File: config.mk
export PLATFORM = sky130hd
export DESIGN_NAME = tp_bd_tx
export DESIGN_NICKNAME = d
export VERILOG_FILES = /design/src/rtl/tp_bd_tx.sv
export SDC_FILE = /design/constraint.sdc
export NUM_CORES = 1
export LEC_CHECK = 0
export BUFFER_PORTS_ARGS = -buffer_cell sky130_fd_sc_hd__buf_2
export CORE_MARGIN = 1.5
export CORE_UTILIZATION = 55
export CTS_CLUSTER_DIAMETER = 80
export DETAILED_ROUTE_END_ITERATION = 10
export HOLD_SLACK_MARGIN = 0.12
export PLACE_DENSITY_LB_ADDON = 0.08
export SLEW_MARGIN = 20
export SYNTH_ARGS = -nofsm -noshare
export SYNTH_HDL_FRONTEND = slang
export SYNTH_SLANG_ARGS = --single-unit
File: constraint.sdc
create_clock -name clk -period 3.5 [get_ports clk]
set_input_delay 0.7 -clock clk [delete_from_list [all_inputs] [get_ports clk]]
set_output_delay 0.7 -clock clk [all_outputs]
set_load 0.01 [all_outputs]
File: src/rtl/tp_bd_tx.sv
// tp_bd_tx: clocked two-phase bundled-data transmitter.
// Ports: clk, rst_n (sync, active-low); in_valid/in_ready/in_data
//   from the producer; data_out/req_out to the async stage, ack_in
//   back from it; status busy, words_sent, timeout_err, proto_err.
module tp_bd_tx #(
  parameter int DATA_WIDTH     = 3,
  parameter int SETUP_CYCLES   = 2,
  parameter int SYNC_STAGES    = 2,
  parameter int TIMEOUT_CYCLES = 255
) (
  input  logic                  clk,
  input  logic                  rst_n,
  input  logic                  in_valid,
  output logic                  in_ready,
  input  logic [DATA_WIDTH-1:0] in_data,
  output logic [DATA_WIDTH-1:0] data_out,
  output logic                  req_out,
  input  logic                  ack_in,
  output logic                  busy,
  output logic [7:0]            words_sent,
  output logic                  timeout_err,
  output logic                  proto_err
);

  localparam logic [3:0]  LP_SETUP = 4'(SETUP_CYCLES);
  localparam logic [15:0] LP_TMO   = 16'(TIMEOUT_CYCLES);
  localparam bit          LP_TMO_EN = (TIMEOUT_CYCLES != 0);

  typedef enum logic [1:0] {
    S_IDLE,
    S_SETUP,
    S_WAIT
  } state_t;

  state_t                  r_state;
  state_t                  w_state_nxt;
  logic [SYNC_STAGES-1:0]  r_sync;
  logic [3:0]              r_scnt;
  logic [15:0]             r_tcnt;
  logic [15:0]             w_tcnt_inc;
  logic [DATA_WIDTH-1:0]   r_data;
  logic                    r_req;
  logic [7:0]              r_words;
  logic                    r_tmo;
  logic                    r_proto;
  logic                    w_ack_s;
  logic                    w_match;
  logic                    w_accept;
  logic                    w_fire;
  logic                    w_done;
  logic                    w_tick;
  logic                    w_tmo_hit;
  logic                    w_proto;

  assign w_ack_s    = r_sync[SYNC_STAGES-1];
  assign w_match    = (w_ack_s == r_req);
  assign w_tcnt_inc = r_tcnt + 16'd1;

  // Count only unanswered WAIT cycles; hold at all-ones.
  assign w_tick = (r_state == S_WAIT) && !w_match
               && (r_tcnt != 16'hFFFF);
  assign w_tmo_hit = LP_TMO_EN && w_tick
                  && (w_tcnt_inc == LP_TMO);

  // An ack edge with no request outstanding is a protocol fault.
  assign w_proto = (r_state != S_WAIT) && !w_match;

  always_comb begin
    w_state_nxt = r_state;
    w_accept    = 1'b0;
    w_fire      = 1'b0;
    w_done      = 1'b0;
    unique case (r_state)
      S_IDLE: begin
        if (in_valid) begin
          w_accept    = 1'b1;
          w_state_nxt = S_SETUP;
        end
      end
      S_SETUP: begin
        if (r_scnt == LP_SETUP) begin
          w_fire      = 1'b1;
          w_state_nxt = S_WAIT;
        end
      end
      S_WAIT: begin
        if (w_match) begin
          w_done      = 1'b1;
          w_state_nxt = S_IDLE;
        end
      end
      default: w_state_nxt = S_IDLE;
    endcase
  end

  always_ff @(posedge clk) begin
    if (!rst_n) begin
      r_state <= S_IDLE;
      r_sync  <= '0;
      r_scnt  <= '0;
      r_tcnt  <= '0;
      r_data  <= '0;
      r_req   <= 1'b0;
      r_words <= '0;
      r_tmo   <= 1'b0;
      r_proto <= 1'b0;
    end else begin
      r_state <= w_state_nxt;
      r_sync  <= {r_sync[SYNC_STAGES-2:0], ack_in};
      if (w_accept) begin
        r_data <= in_data;
        r_scnt <= '0;
      end else if (r_state == S_SETUP) begin
        r_scnt <= r_scnt + 4'd1;
      end
      if (w_fire) begin
        r_req  <= ~r_req;
        r_tcnt <= '0;
      end else if (w_tick) begin
        r_tcnt <= w_tcnt_inc;
      end
      if (w_done) r_words <= r_words + 8'd1;
      if (w_tmo_hit) r_tmo <= 1'b1;
      if (w_proto) r_proto <= 1'b1;
    end
  end

  assign in_ready    = (r_state == S_IDLE);
  assign busy        = (r_state != S_IDLE);
  assign data_out    = r_data;
  assign req_out     = r_req;
  assign words_sent  = r_words;
  assign timeout_err = r_tmo;
  assign proto_err   = r_proto;

endmodule

==> results of run 1 <==
[sequential cells by signal, indices dropped and copies added, names as in the netlist]
signal	cells
timeout_err	1
r_sync	2
r_scnt	4
r_tcnt	16
data_out	3
r_state	2
words_sent	8
proto_err	1
req_out	1
[worst paths after layout]
kind                  start    endpoint  depth (start not counted)  slack, ps
setup / recovery  r_tcnt[0]  r_tcnt[12]                          6       1350
hold / removal    r_sync[0]   r_sync[1]                          1        470
setup reg to reg  r_tcnt[0]  r_tcnt[12]                          6       1350
hold reg to reg   r_sync[0]   r_sync[1]                          1        470
[power breakdown]
group          internal [mW]  switching [mW]  leakage (nW)  total [mW]
registers              0.439         0.00593         0.308       0.445
logic                 0.0178          0.0228         0.476      0.0405
clock network         0.0966           0.146        0.0343       0.242
[layer usage]
layer,global-route usage [%],vias to the layer above,part of all wire [%]
met4,7.34,0,1.6
met2,37.9,32,50
li1,-,810,-
met5,0,-,0
met3,5.54,7,4.3
met1,24.4,739,44
[kinds of logic after synthesis]
| group | synth area share, % |
|---|---|
| multiplexers | 2.07 |
| buffers and inverters | 4.38 |
| AND/OR/NAND/NOR | 27.5 |
| AO/OA/AOI/OAI | 12.6 |
| XOR/XNOR | 12.3 |
| flip-flops | 38.0 |
| adder cells (fa/ha/maj) | 3.13 |
[layout by cell type, fill, tap and decap left out, types with 3 or more instances in the layout]
master / count
a2111oi_2: 4
a211oi_1: 4
a21oi_1: 4
a22oi_1: 4
and2_1: 10
and3_1: 3
buf_2: 22
clkbuf_4: 5
dfxtp_1: 38
ha_1: 5
inv_1: 7
mux2i_1: 3
nand2_1: 14
nand3_1: 11
nand4_1: 4
nor2_1: 21
nor2b_1: 10
nor3_1: 6
nor3b_1: 3
o21ai_0: 4
xnor2_1: 22
xor2_1: 6
[through the flow]
step	power (mW)	utilization [%]	setup slack [ps]	hold slack (ps)	instance area (sq um)
6_report	0.728	63.5	1350	465	2170
5_1_grt	0.759	63.5	1110	477	2170
4_1_cts	0.738	63.5	1360	469	2170
3_5_place_dp	0.496	61.6	1370	438	2110
3_3_place_gp	0.494	61.6	1470	425	2110
2_1_floorplan	0.481	-	1790	412	2000
[worst register-to-register path, delay by kind of cell, from the launching register on]
kind                     cells  cell delay [ps]
adder cells (fa/ha/maj)      1              270
AND/OR/NAND/NOR              4             1160
flip-flops                   1              450
XOR/XNOR                     1              160
[final cells by class]
cell class                      count  area, sq um
Multi-Input combinational cell    166         1150
Tap cell                           46         57.6
Inverter                            7         26.3
Fill cell                         298         1250
Sequential cell                    38          761
Clock buffer                        6         51.3
Timing Repair Buffer               22          110
Clock inverter                      2         12.5
==> key figures, run 1 <==
Power
  • Power Dens Cells: between 300 and 400 mW/mm^2
  • Maximum vdd drop: 0.000167 V
  • Pleak: 0.818 nW

CTS
  • Root buf cell: clkbuf_4
  • Clock tree buffer depth: 2
  • CTS Hold Bufs: 0
  • CTS sink cnt: 38
  • CTS tree: yes
  • H-tree depth: 2
  • Worst-Skew Late Latency: between 300 and 400 ps
  • Inserted Clock Buffers: 5
  • Post-CTS Repair Setup Buffers: 0
  • CTS resizes: 0
  • Register clock-pin slew on the reported worst setup and hold paths: 120 ps

Floorplanning
  • Vert. Die Dim: about 63 um
  • Core area: 0.00342 sq mm
  • Die width: roughly 63 um
  • Die Area: 0.00401 sq mm
  • I/O pins: 23
  • FP Rows: 21
  • Initial core utilization: 58.5%

Setup path
  • Crit start category: register
  • Critical Path AT: 2370 ps
  • CP max stage delay: 520 ps
  • Max Fanout on Critical Path: 12
  • Crit-path leading delay family: simple AND/OR/NAND/NOR gates
  • Setup crit end kind: register
  • CP Buf/Inv Count: 0
  • Crit-path cells: ha_1 > and3_1 > nand3_1 > nor4_1 > xnor2_1 > nor2_1
  • Critical path type: reg2reg
  • CP required: approximately 3700 ps
  • Slowest CP cell: and3_1

STA
  • Tmin final: around 2100 ps
  • RSZ-0062 raised after global routing: false
  • F_max: 465 MHz
  • Tcrit/Tclk final: 61.4%
  • Worst Skew: 14.7 ps
  • Final setup violation count: 0
  • Final Hold Violating Endpoints: 0
  • Slew headroom: 63.4%
  • Final TNS setup: 0 ps
  • Final Max Tran Viols: 0
  • Worst-Margin Slew: roughly 550 ps

Logic synthesis
  • Synth cell types: 46
  • Share of the synthesized area in the top cell type: 38.0%
  • Synth area leader: dfxtp_1
  • Post-Synthesis Cell Area: 0.00200 sq mm
  • Commonest cells post-synth: dfxtp_1 (38), xnor2_1 (22), nor2_1 (21), nand2_1 (14), nand3_1 (11)
  • Ys Warns: 0
  • Synthesized Nets: 236
  • Synth Register Bits: 38
  • Cell with the most instances after synthesis: dfxtp_1
  • Share of flip-flops with an asynchronous set or reset: 0%
  • Leading register cell type out of synthesis: dfxtp_1
  • Number of synthesized flops with an enable pin: 0
  • Cells after synthesis: 224
  • Seq/Total Area, Yosys: 38.0%
  • Dominant cells by area after synthesis: dfxtp_1 (38%), xnor2_1 (9.6%), nor2_1 (3.9%)
  • Syn Area/Cell: 8.93 sq um

Place
  • # port buffers: 22
  • Placer Congestion: 0.842
  • HPWL after detailed placement: approximately 2800 um
  • Inst Count DP: 279

Route
  • Via count: 1588
  • Final wirelength: 3880 um
  • Iteration-0 DRC count of the detailed router: 111
  • Routed wire per std cell: 13.5 um
  • Routed vias/inst: about 5.5
  • Drt drc: 0
  • Antenna viol nets, final: 0
  • Pre-antenna DRT Iters: 4

Layout
  • Layout cells sized above 1: 17.4%
  • Layout area overhead: 8.51%
  • Cell Count, Final, Fillers Out: 287
  • Final-stage net count: roughly 250
  • Antenna Cells: 0

Global route
  • Total grt overflow: 0
  • Largest net degree at the start of global routing: 25
  • Total Routing Usage GR: between 20% and 30%
  • First-pass GRT wire length: 6810 um
  • Initial antenna violation count: 0
  • Vias in the first global route: 1543

Run status
  • Status: finished clean

Job
  • Number of max-cap violations: 0

Hold path
  • HP Class: reg2reg
(Power assumes the default switching activity.)
==> run 2, diff against run 1 <==
Settings changed: CORE_UTILIZATION 55 to 52.
Clock period 3.5 ns to 1.7 ns, I/O delays scaled along.
==> run 2 against run 1 <==
Against the previous run:
- critical path depth decreased by 1
- clock power increased to 2.9 times the previous value
- non-clock buffer count increased by 32
- largest power group unchanged
==> key figures, run 2 (same netlist as run 1, synthesis figures left out) <==
Run status
  • Status: finished clean (unchanged)

Layout
  • Layout fillers: 319 (was 298)
  • Layout area overhead: 28.5% (was 8.51%)
  • Commonest non-fill, non-tap cell in the layout: buf_4 (was dfxtp_1)
  • Layout cells sized above 1: 35.2% (was 17.4%)
  • Antenna Cells: 0 (unchanged)
  • Top reg by flops: r_tcnt (unchanged)
  • Most frequent cells in the layout: buf_4 (31), dfxtp_1 (29), xnor2_1 (22), buf_2 (22), nor2_1 (21) (was dfxtp_1 (38), xnor2_1 (22), buf_2 (22))
  • Final-stage net count: 284 (was 252)
  • Max FFs per register: 16 (unchanged)

Global route
  • Initial antenna violation count: 0 (unchanged)
  • Total grt overflow: 0 (unchanged)
  • Largest net degree at the start of global routing: 20 (was 25)
  • Vias in the first global route: 1481 (was 1543)
  • Total Routing Usage GR: 21.1% (was 21.2%)
  • First-pass GRT wire length: 6890 um (was 6810 um)

CTS
  • Register clock-pin slew on the reported worst setup and hold paths: 70 ps (was 120 ps)
  • Inserted Clock Buffers: 5 (unchanged)
  • CTS tree: yes (unchanged)
  • Clock tree buffer depth: 2 (unchanged)
  • Worst-Skew Late Latency: 290 ps (was 350 ps)
  • CTS sink cnt: 38 (unchanged)
  • Root buf cell: clkbuf_8 (was clkbuf_4)
  • H-tree depth: 2 (unchanged)
  • CTS Hold Bufs: 0 (unchanged)

Place
  • HPWL after detailed placement: 2900 um (was 2840 um)
  • Worst slack, placed: 3.76 ps (was 1370 ps)
  • Placer Congestion: 0.885 (was 0.842)
  • # port buffers: 22 (unchanged)

Setup path
  • CP max stage delay: 460 ps (was 520 ps)
  • Worst R2R Setup Slack: 40 ps (was 1350 ps)
  • Crit-path leading delay family: compound AO/OA/AOI/OAI gates (was simple AND/OR/NAND/NOR gates)
  • Max Fanout on Critical Path: 7 (was 12)
  • Critical path type: reg2reg (unchanged)
  • Slowest CP cell: o41ai_1 (was and3_1)
  • R2R cell count: 5 (was 6)
  • FF-to-FF Start: r_tcnt[0] (unchanged)
  • Reg2reg end: r_tcnt[15] (was r_tcnt[12])
  • CP Buf/Inv Count: 1 (was 0)
  • Crit start category: register (unchanged)
  • Setup crit end kind: register (unchanged)
  • Critical Path AT: 1830 ps (was 2370 ps)
  • Crit-path cells: ha_2 > and3_1 > buf_4 > o41ai_1 > a21oi_2 (was ha_1 > and3_1 > nand3_1 > nor4_1 > xnor2_1 > nor2_1)
  • CP required: 1870 ps (was 3730 ps)

Power
  • P_int: 1.36 mW (was 554 uW)
  • Maximum vdd drop: 0.000390 V (was 0.000167 V)
  • Sequential share of power: 52.8% (was 61.2%)
  • Clock Power Share: 41.1% (was 33.3%)
  • Total power: 1.73 mW (was 728 uW)
  • Pleak: 1.02 nW (was 0.818 nW)
  • Switching power: 363 uW (was 174 uW)
  • Power Dens Cells: 672 mW/mm^2 (was 336 mW/mm^2)
  • Combinational share of power: 6.1% (was 5.6%)
  • Net Sw Frac: 21.0% (was 23.9%)

Hold path
  • HP Class: in2reg (was reg2reg)
  • HP Start: ack_in (was r_sync[0])
  • Worst hold path cell count: 2 (was 1)
  • Hold Path End: r_sync[0] (was r_sync[1])

Floorplanning
  • Core area: 0.00369 sq mm (was 0.00342 sq mm)
  • Die Area: 0.00423 sq mm (was 0.00401 sq mm)
  • Initial core utilization: 54.2% (was 58.5%)
  • I/O pins: 23 (unchanged)
  • FP Rows: 22 (was 21)
  • Vert. Die Dim: 65.0 um (was 63.3 um)
  • Die width: 65.0 um (was 63.3 um)

STA
  • Final setup violation count: 0 (unchanged)
  • Final worst slack: 36.8 ps (was 1350 ps)
  • Tmin final: 1660 ps (was 2150 ps)
  • Final Max Tran Viols: 0 (unchanged)
  • Slew headroom: 72.1% (was 63.4%)
  • RSZ-0062 raised after global routing: true (was false)
  • Worst Skew: 4.98 ps (was 14.7 ps)
  • Final Hold Violating Endpoints: 0 (unchanged)
  • Worst-Margin Slew: 413 ps (was 548 ps)
  • F_max: 601 MHz (was 465 MHz)
  • Tcrit/Tclk final: 97.8% (was 61.4%)

Route
  • Pre-antenna DRT Iters: 4 (unchanged)
  • Routed wire per std cell: 13.1 um (was 13.5 um)
  • Drt drc: 0 (unchanged)
  • Via count: 1685 (was 1588)
  • Final wirelength: 4200 um (was 3880 um)
  • Antenna viol nets, final: 0 (unchanged)
  • Routed vias/inst: 5.25 (was 5.53)
  • Iteration-0 DRC count of the detailed router: 88 (was 111)

Job
  • Number of max-cap violations: 0 (unchanged)
run 2: cell count changes in the layout (fill, tap and decap cells not counted), moves of 2 or more:
cell      delta
buf_4       +31
clkbuf_4     -5
dfxtp_2      +9
dfxtp_1      -9
nand3_1      -2
and4_4       +2
and4_1       -2
clkbuf_8     +7
nor3_1       -2
nor3_2       +2
run 2: metal layers:
metal  wire length, um  up-vias  track usage, %
met2              2040       19            34.7
met4                61        0            9.64
li1                  -      875               -
met5                 0        -               0
met1              1990      784            25.8
met3               105        7            5.38
run 2: stage by stage:
step / utilization [%] / hold slack [ps] / std cells / cell area, sq um / TNS [ps]
after floorplan: - / 412 / 224 / 2000 / 0
after global placement: 63.2 / 415 / 309 / 2330 / -32.7
after detailed placement: 63.2 / 439 / 309 / 2330 / 0
after CTS: 66.4 / 253 / 317 / 2450 / 0
after global routing: 69.6 / 250 / 321 / 2570 / -82.5
final: 69.6 / 262 / 321 / 2570 / 0
run 2: power groups by stage:
| stage | clock (mW) | sequential [mW] | combinational (mW) |
|---|---|---|---|
| after CTS | 0.736 | 0.912 | 0.105 |
| final | 0.710 | 0.912 | 0.105 |
| after global placement | 0 | 0.932 | 0.103 |
| after global routing | 0.778 | 0.913 | 0.116 |
| after floorplan | 0 | 0.937 | 0.0531 |
| after detailed placement | 0 | 0.932 | 0.104 |
run 2: how the worst max path moves through the flow:
| stage | startpoint | cells past startpoint | endpoint |
|---|---|---|---|
| 2_1_floorplan | r_tcnt[11] | 6 | r_tcnt[15] |
| 3_3_place_gp | r_tcnt[0] | 6 | timeout_err |
| 3_5_place_dp | r_tcnt[0] | 6 | timeout_err |
| 4_1_cts | r_tcnt[0] | 6 | timeout_err |
| 5_1_grt | r_tcnt[0] | 5 | r_tcnt[15] |
| 6_report | r_tcnt[0] | 5 | r_tcnt[15] |
run 2: final cells by class:
class | instances | area [sq um] | share of cell area, %
clock buffer | 8 | 110 | 4.29
inverter | 7 | 26.3 | 1.02
multi-input combinational | 166 | 1240 | 48.2
sequential | 38 | 772 | 30.1
tap | 48 | 60.1 | 2.34
timing repair buffer | 54 | 363 | 14.1
run 2: worst reg2reg max path: cells and delay by family (launching register included):
kind	cells	cell delay (ps)
compound gates	2	560
fa+ha+maj	1	210
buf+inv	1	200
flops	1	320
simple gates	1	260
run 2: what timing repair did:
item / in CTS / in global routing
gates resized for setup: 1 / 27
endpoints found under the setup margin: 1 / 15
pin swaps: 0 / 6
buffers inserted: 0 / 4
==> run 3, diff against run 2 <==
Settings changed: PLACE_DENSITY set to 0.74, PLACE_DENSITY_LB_ADDON 0.08 to unset.
==> run 3 against run 2 <==
Against the previous run:
- the run now ends with negative setup slack left
- highest routed layer unchanged
- clock skew grew 0.91 ps
- via count grew 1.8%
- cell area shrank 1.3%
- hold slack lost 3.3 ps
- clock power grew 34%
==> key figures, run 3 (same netlist as run 1, synthesis figures left out) <==
Route
  • Routed vias/inst: 5.36 (was 5.25)
  • Final wirelength: 4160 um (was 4200 um)
  • Routed wire per std cell: 13.0 um (was 13.1 um)
  • Iteration-0 DRC count of the detailed router: 87 (was 88)
  • Via count: 1715 (was 1685)
  • Pre-antenna DRT Iters: 4 (unchanged)
  • Antenna viol nets, final: 0 (unchanged)
  • Drt drc: 0 (unchanged)

Setup path
  • Launch point of the worst path: r_tcnt[0] (unchanged)
  • Max Fanout on Critical Path: 7 (unchanged)
  • Crit path capture: timeout_err (was r_tcnt[15])
  • Critical Path AT: 1950 ps (was 1830 ps)
  • Setup crit end kind: register (unchanged)
  • Worst R2R Setup Slack: -10 ps (was 40 ps)
  • FF-to-FF Start: r_tcnt[0] (unchanged)
  • Reg2reg end: timeout_err (was r_tcnt[15])
  • Critical path type: reg2reg (unchanged)
  • CP required: 1940 ps (was 1870 ps)
  • R2R cell count: 6 (was 5)
  • Crit start category: register (unchanged)

STA
  • Tcrit/Tclk final: 101% (was 97.8%)
  • Final setup violation count: 1 (was 0)
  • Slew headroom: 72.2% (was 72.1%)
  • Tmin final: 1710 ps (was 1660 ps)
  • Final Max Tran Viols: 0 (unchanged)
  • F_max: 584 MHz (was 601 MHz)
  • Worst-Margin Slew: 412 ps (was 413 ps)
  • Final worst slack: -13.6 ps (was 36.8 ps)
  • Worst Skew: 5.89 ps (was 4.98 ps)
  • RSZ-0062 raised after global routing: true (unchanged)
  • Final Hold Violating Endpoints: 0 (unchanged)

Power
  • Net Sw Frac: 19.7% (was 21.0%)
  • Combinational share of power: 4.9% (was 6.1%)
  • P_int: 1.58 mW (was 1.36 mW)
  • Switching power: 387 uW (was 363 uW)
  • Pleak: 1.03 nW (was 1.02 nW)
  • Sequential share of power: 46.5% (was 52.8%)
  • Clock Power Share: 48.5% (was 41.1%)
  • Maximum vdd drop: 0.000492 V (was 0.000390 V)
  • Power Dens Cells: 774 mW/mm^2 (was 672 mW/mm^2)

Layout
  • Top reg by flops: r_tcnt (unchanged)
  • Antenna Cells: 0 (unchanged)
  • Layout area overhead: 26.8% (was 28.5%)
  • Cell Count, Final, Fillers Out: 320 (was 321)
  • Commonest non-fill, non-tap cell in the layout: buf_4 (unchanged)
  • Layout cells sized above 1: 33.1% (was 35.2%)
  • Finished layout cell area: 0.00253 sq mm (was 0.00257 sq mm)
  • Most frequent cells in the layout: buf_4 (31), dfxtp_1 (30), xnor2_1 (22), buf_2 (22), nor2_1 (21) (was buf_4 (31), dfxtp_1 (29), xnor2_1 (22), buf_2 (22), nor2_1 (21))
  • Final-stage net count: 283 (was 284)
  • Max FFs per register: 16 (unchanged)

Run status
  • Status: complete, but fails checks (was finished clean)
  • Violated checks: negative setup slack

Floorplanning
  • Die Area: 0.00423 sq mm (unchanged)
  • FP Rows: 22 (unchanged)
  • Vert. Die Dim: 65.0 um (unchanged)
  • I/O pins: 23 (unchanged)
  • Initial core utilization: 54.2% (unchanged)
  • Die width: 65.0 um (unchanged)
  • Core area: 0.00369 sq mm (unchanged)

CTS
  • Inserted Clock Buffers: 5 (unchanged)
  • H-tree depth: 2 (unchanged)
  • Root buf cell: clkbuf_8 (unchanged)
  • CTS Hold Bufs: 0 (unchanged)
  • Clock tree buffer depth: 2 (unchanged)
  • Worst-Skew Late Latency: 290 ps (about the same)
  • CTS tree: yes (unchanged)
  • CTS sink cnt: 38 (unchanged)
  • Register clock-pin slew on the reported worst setup and hold paths: 80 ps (was 70 ps)

Place
  • HPWL after detailed placement: 3020 um (was 2900 um)
  • Worst slack, placed: -15.6 ps (was 3.76 ps)
  • Placer Congestion: 0.873 (was 0.885)
  • Inst Count DP: 310 (was 309)
  • # port buffers: 22 (unchanged)
  • Area after DPL: 0.00233 sq mm (about the same)

Global route
  • Largest net degree at the start of global routing: 15 (was 20)
  • Vias in the first global route: 1570 (was 1481)
  • First-pass GRT wire length: 7130 um (was 6890 um)
  • Initial antenna violation count: 0 (unchanged)
  • Total Routing Usage GR: 21.9% (was 21.1%)
  • Total grt overflow: 0 (unchanged)

Job
  • Number of max-cap violations: 0 (unchanged)

Hold path
  • HP Class: in2reg (unchanged)
[run 3: cell count changes in the layout (fill, tap and decap cells not counted), sizes merged]
cell / before / now
bufinv: 0 / 2
buf: 54 / 53
clkbuf: 8 / 6
[run 3: what timing repair did]
item | 4_1_cts | 5_1_grt
endpoints found under the setup margin | 3 | 13
pin swaps | 1 | 3
setup buffers | 2 | 0
gates resized for setup | 6 | 15
[run 3: worst max-delay path: stages (launching register included)]
cell	delay, ps
dfxtp_1	360
buf_4	150
and4_4	250
nand3_4	110
or3_1	390
a22oi_2	200
a32o_1	190
[run 3: worst min path at each step]
stage	to	start	cells past startpoint
after global placement	r_sync[1]	r_sync[0]	1
after global routing	r_sync[0]	ack_in	2
after floorplan	r_sync[1]	r_sync[0]	1
after detailed placement	r_sync[1]	r_sync[0]	1
after CTS	r_sync[0]	ack_in	2
final	r_sync[0]	ack_in	2
[run 3: cell type report]
type	instances	area [sq um]
Sequential cell	38	771
Clock buffer	6	82.6
Clock inverter	2	60.1
Fill cell	305	1150
Timing Repair Buffer	53	343
Inverter	7	26.3
Tap cell	48	60.1
Multi-Input combinational cell	166	1190
[run 3: layer usage]
layer / routed length [um] / part of all wire, % / vias up / track usage (%)
met5: 0 / 0 / - / 0
li1: - / - / 871 / -
met1: 1900 / 46 / 801 / 26.8
met4: 72 / 1.7 / 0 / 9.38
met3: 147 / 3.5 / 7 / 6.25
met2: 2050 / 49 / 36 / 36.0
[run 3: through the flow]
| stage | util, % | power, mW | hold WS (ps) | setup TNS [ps] |
|---|---|---|---|---|
| after CTS | 67.9 | 1.99 | 249 | 0 |
| after global routing | 68.7 | 2.05 | 237 | -598 |
| after floorplan | - | 0.990 | 412 | 0 |
| after detailed placement | 63.1 | 1.03 | 425 | -15.6 |
| final | 68.7 | 1.96 | 259 | -13.6 |
| after global placement | 63.1 | 1.03 | 418 | 0 |
[run 3: power by group through the flow]
stage                     clock (mW)  sequential [mW]  combinational [mW]
after global routing            1.03            0.915               0.108
after global placement             0            0.934              0.0962
final                          0.953            0.913              0.0970
after CTS                      0.974            0.913              0.0980
after detailed placement           0            0.934              0.0976
after floorplan                    0            0.937              0.0531
